==> config.mk <==
export PLATFORM = sky130hd
export DESIGN_NAME = id_stage_pipe
export DESIGN_NICKNAME = d
export VERILOG_FILES = /design/src/rtl/id_stage_pipe.sv
export SDC_FILE = /design/constraint.sdc
export NUM_CORES = 2
export LEC_CHECK = 0
export CAP_MARGIN = 5
export CORE_AREA = 2 2 502 504
export DETAILED_ROUTE_END_ITERATION = 16
export DIE_AREA = 0 0 504 506
export MAX_ROUTING_LAYER = met4
export PLACE_DENSITY = 0.47
export SKIP_CTS_REPAIR_TIMING = 1
export SLEW_MARGIN = 10
export SYNTH_ARGS = -nofsm -noshare
export SYNTH_HDL_FRONTEND = slang
export SYNTH_SLANG_ARGS = --single-unit
==> constraint.sdc <==
create_clock -name clk -period 4.4 [get_ports clk]
set_clock_uncertainty 0.1 [all_clocks]
set_input_delay 0.88 -clock clk [delete_from_list [all_inputs] [get_ports clk]]
set_output_delay 0.88 -clock clk [all_outputs]
set_load 0.02 [all_outputs]
==> src/rtl/id_stage_pipe.sv <==
// Decode stage: register file with WB write-through bypass, immediate extension,
// load-use hazard detection and a built-in ID/EX pipeline register.
module id_stage_pipe #(
  parameter int unsigned DATA_W = 32,
  parameter int unsigned RA_W   = 5,
  parameter int unsigned IMM_W  = 16
) (
  input  logic                     clk,
  input  logic                     rst,
  input  logic                     if_valid,
  input  logic [DATA_W-1:0]        if_pc,
  input  logic [31:0]              if_inst,
  input  logic                     flush,
  input  logic                     wb_we,
  input  logic [RA_W-1:0]          wb_waddr,
  input  logic [DATA_W-1:0]        wb_wdata,
  output logic                     stall,
  output logic                     ex_valid,
  output logic [DATA_W-1:0]        ex_pc,
  output logic [DATA_W-1:0]        ex_rd1,
  output logic [DATA_W-1:0]        ex_rd2,
  output logic [DATA_W-1:0]        ex_imm,
  output logic [5:0]               ex_op,
  output logic [RA_W-1:0]          ex_rs,
  output logic [RA_W-1:0]          ex_rt,
  output logic [RA_W-1:0]          ex_rd,
  output logic [4:0]               ex_shamt,
  output logic [5:0]               ex_funct,
  input  logic                     ex_mem_read,
  output logic [(1<<RA_W)*DATA_W-1:0] dbg_regs
);

  localparam int unsigned NREG = 1 << RA_W;

  localparam logic [5:0] OP_ANDI = 6'h0C;
  localparam logic [5:0] OP_ORI  = 6'h0D;
  localparam logic [5:0] OP_XORI = 6'h0E;

  logic [DATA_W-1:0] regs [NREG];

  logic [5:0]        op;
  logic [RA_W-1:0]   rs, rt, rd;
  logic [IMM_W-1:0]  imm_raw;
  logic [DATA_W-1:0] rd1, rd2, imm;
  logic              wb_hit;
  logic              bubble;

  assign op      = if_inst[31:26];
  assign rs      = if_inst[21 +: RA_W];
  assign rt      = if_inst[16 +: RA_W];
  assign rd      = if_inst[11 +: RA_W];
  assign imm_raw = if_inst[IMM_W-1:0];
  assign wb_hit  = wb_we && (wb_waddr != '0);

  // Register file storage; writes land regardless of stall or flush.
  always_ff @(posedge clk) begin
    if (!rst) begin
      for (int i = 0; i < NREG; i++) regs[i] <= '0;
    end else if (wb_hit) begin
      regs[wb_waddr] <= wb_wdata;
    end
  end

  // Read ports with same-cycle WB write-through.
  always_comb begin
    rd1 = regs[rs];
    rd2 = regs[rt];
    if (wb_hit && (wb_waddr == rs)) rd1 = wb_wdata;
    if (wb_hit && (wb_waddr == rt)) rd2 = wb_wdata;
    if (rs == '0) rd1 = '0;
    if (rt == '0) rd2 = '0;
  end

  // Logical immediates zero-extend; everything else sign-extends.
  always_comb begin
    imm = DATA_W'($signed(imm_raw));
    if ((op == OP_ANDI) || (op == OP_ORI) || (op == OP_XORI)) imm = DATA_W'(imm_raw);
  end

  assign stall = if_valid && ex_valid && ex_mem_read && (ex_rt != '0) &&
                 ((ex_rt == rs) || (ex_rt == rt));

  assign bubble = flush || stall || !if_valid;

  always_ff @(posedge clk) begin
    if (!rst || bubble) begin
      ex_valid <= 1'b0;
      ex_pc    <= '0;
      ex_rd1   <= '0;
      ex_rd2   <= '0;
      ex_imm   <= '0;
      ex_op    <= '0;
      ex_rs    <= '0;
      ex_rt    <= '0;
      ex_rd    <= '0;
      ex_shamt <= '0;
      ex_funct <= '0;
    end else begin
      ex_valid <= 1'b1;
      ex_pc    <= if_pc;
      ex_rd1   <= rd1;
      ex_rd2   <= rd2;
      ex_imm   <= imm;
      ex_op    <= op;
      ex_rs    <= rs;
      ex_rt    <= rt;
      ex_rd    <= rd;
      ex_shamt <= if_inst[10:6];
      ex_funct <= if_inst[5:0];
    end
  end

  // Debug dump shows stored state only; slot 0 is hard zero.
  for (genvar g = 0; g < NREG; g++) begin : g_dbg
    if (g == 0) begin : g_zero
      assign dbg_regs[g*DATA_W +: DATA_W] = '0;
    end else begin : g_reg
      assign dbg_regs[g*DATA_W +: DATA_W] = regs[g];
    end
  end

endmodule
==> summary.md <==
| Metric | Value |
|---|---|
| Routed Antenna Nets | `0` |
| F_max | `232 MHz` |
| Area leader, netlist | `edfxtp_1` |
| WL final | `357000 microns` |
| Synth cell count leaders | `edfxtp_1 (1024), and2_1 (993), mux4_2 (387)` |
| Horiz. Die Dim | `504 microns` |
| First-pass GRT wire length | `460000 microns` |
| Initial antenna violation count | `44` |
| Tot Pwr | `30.9 mW` |
| PwrDens | `383 mW/mm^2` |
| Seq/Total Area, Yosys | `57.1%` |
| DP Area | `0.0757 sq mm` |
| Pleak | `28.1 nW` |
| Final hold vios | `0` |
| Layout Area Growth over Synthesis | `38.4%` |
| Die Ht | `506 microns` |
| Synth Area in Compound Gates | `5.54%` |
| Min Clock Period, post-route | `4.31 ns` |
| Headroom to the max-slew limit | `14.5%` |
| Vias in the first global route | `45.0k` |
| Share of cells above drive strength 1 | `17.8%` |
| Adder-Cell Fraction of Synth Area | `0%` |
| Total GRT Usage | `27.9%` |
| Port bufs | `1260` |
| CTS tree | `built` |
| Yosys reg bits | `1154` |
| Clk pin slew, worst setup/hold paths | `0.06 ns` |
| Clock tree buffer depth | `3` |
| Pre-Repair DR Iteration Count | `8` |
| Max-slew violation total from the final report | `0` |
| Tcrit/Tclk final | `97.9%` |
| Top-count cell post-synth | `edfxtp_1` |
| Main synth FF type | `edfxtp_1` |
| Hold Path Class | `input pin to flip-flop` |
| Initial cell density of the core | `23.3%` |
| EDFF count, synth | `1024` |
| Clock root cell | `clkbuf_16` |
| Synth Area per Inst | `14.3 sq um` |
| CTS sink count | `1154` |
| Die area | `0.255 sq mm` |
| Core area | `0.250 sq mm` |
| # setup viols final | `0` |
| Max VDD drop | `0.339 mV` |
| Simple-gate area share of the yosys netlist | `13.6%` |
| I/O pins | `1293` |
| Synth Area in XOR/XNOR | `0.300%` |
| DRC viols | `0` |
| Synth Cell Area | `0.0584 sq mm` |
| Worst hold slack | `0.364 ns` |
| DR iter-0 viols | `4945` |
| Ys async rst share | `0%` |
| Total gr overflow | `0` |
| Worst Path Required | `3.42 ns` |
| Mux contribution to synthesized area | `19.2%` |
| Ys Warns | `0` |
| Detailed-route via count | `44.9k` |
| Fillers | `24.7k` |
| GP Congestion | `0.951` |
| NumNets Final | `5386` |
| Fin area | `0.0808 sq mm` |
| Drt via density | `5.10` |
| Post-synth cell types | `52` |
| Status | `finished clean` |
| RSZ-0062 raised after global routing | `false` |
| Synthesized instance count | `4078` |
| Worst Setup Start Kind | `flip-flop` |
| Maxcap violations | `0` |
| Worst-Skew Late Latency | `0.81 ns` |
| Post-synth top area share | `52.7%` |
| Ranking of synthesized cells by area | `edfxtp_1 (53%), mux4_2 (15%), and2_1 (11%), dfxtp_1 (4.5%), mux2i_1 (4.3%)` |
| CTS Buf Count | `148` |
| DP HPWL | `270000 microns` |
| Row Count | `184` |
| CP Max Fanout | `4` |
| Worst slew pin tran | `1.28 ns` |
| Largest net degree at the start of global routing | `94` |
| Worst Setup Path Type | `flip-flop to output pin` |
| Crit path arrival time | `3.33 ns` |
| Combinational family with the most area after synthesis | `multiplexers` |
| Routed length per instance | `40.5 microns` |
| Htree depth | `4` |
| CP endpoint kind | `output pin` |
## path summary, 6_finish.rpt
path	startpoint	to	slack, ns	cells after the start
max	ex_rt[2]	stall	0.09	6
max reg2reg	ex_rt[2]	ex_rd2[27]	1.08	6
min reg2reg	ex_valid	ex_pc[22]	0.74	3
min	if_inst[16]	ex_rt[0]	0.36	2
## kinds of logic (layout without fill, tap and decap cells)
kind of cell / Yosys count / count (layout)
and+or+nand+nor: 1299 / 1299
DFF: 1154 / 1154
muxes: 638 / 638
buffers and inverters: 512 / 1775
AOI/OAI and AO/OA: 454 / 454
xor gates and xnor gates: 20 / 20
other: 1 / 117
## placed cells by master, fill, tap and decap left out, types with 6 or more instances in the layout
| cell type | instances |
|---|---|
| clkinv_1 | 24 |
| nor4_1 | 32 |
| conb_1 | 64 |
| and3_1 | 60 |
| clkdlybuf4s50_1 | 1228 |
| nor2_4 | 10 |
| nor2_1 | 8 |
| o2111ai_1 | 31 |
| xor2_1 | 14 |
| and4_1 | 31 |
| mux2i_1 | 249 |
| nand2_1 | 40 |
| and2_1 | 992 |
| mux4_2 | 387 |
| a32o_1 | 32 |
| o22ai_1 | 127 |
| nand3_1 | 67 |
| clkbuf_1 | 38 |
| xnor2_1 | 6 |
| a22oi_1 | 156 |
| inv_1 | 7 |
| clkbuf_8 | 8 |
| clkbuf_16 | 151 |
| buf_4 | 191 |
| edfxtp_1 | 1024 |
| o31ai_1 | 31 |
| bufinv_16 | 13 |
| nor2_2 | 26 |
| buf_12 | 42 |
| clkinv_2 | 19 |
| a21oi_1 | 32 |
| diode_2 | 53 |
| o21ai_4 | 32 |
| dfxtp_1 | 130 |
| buf_2 | 27 |
## power breakdown
part           internal, mW  leakage [nW]  switching (mW)
logic                  2.06          14.9            3.10
clock network          7.26          2.38            5.27
registers              12.5          10.8           0.742
total                  21.8          28.1            9.11
## routing by layer
| metal | GRT usage [%] | vias up | wire length (microns) |
|---|---|---|---|
| met5 | - | - | 0 |
| met4 | 15.1 | 0 | 22300 |
| met3 | 4.93 | 537 | 24400 |
| met2 | 48.3 | 2715 | 183000 |
| met1 | 30.4 | 23600 | 127000 |
| li1 | - | 18000 | - |
## cell type report
cell class / instances / area, sq um / area share [%]
multi-input combinational: 2475 / 23400 / 29.0
antenna: 53 / 133 / 0.164
sequential: 1154 / 33400 / 41.3
clock inverter: 78 / 887 / 1.10
tap: 3348 / 4190 / 5.18
timing repair buffer: 1492 / 14800 / 18.3
inverter: 8 / 30.0 / 0.0372
clock buffer: 197 / 4030 / 4.99
## critical path: stages, from the launching register on
cell	delay [ns]
dfxtp_1	0.66
xor2_1	0.19
nor2_2	0.39
a22oi_2	0.21
or2_4	0.35
inv_1	0.10
clkdlybuf4s50_1	0.61
## flip-flops by register name, summed over array words and instances (netlist names)
name      cells
ex_imm       17
ex_op         6
ex_pc        32
ex_rd1       32
ex_rd2       32
ex_rs         5
ex_rt         5
ex_valid      1
regs       1024
## through the flow
stage	std cells	util, %	setup slack [ns]	TNS (ns)
finish	8805	32.3	0.0926	0
global placement	8477	30.3	-0.0987	-0.0987
global route	8787	32.3	0.0233	0
detailed placement	8477	30.3	-0.0313	-0.0313
CTS	8752	32.3	-0.238	-0.238
floorplan	4141	-	-0.125	-33.66
Power figures use the tool's default switching activity.
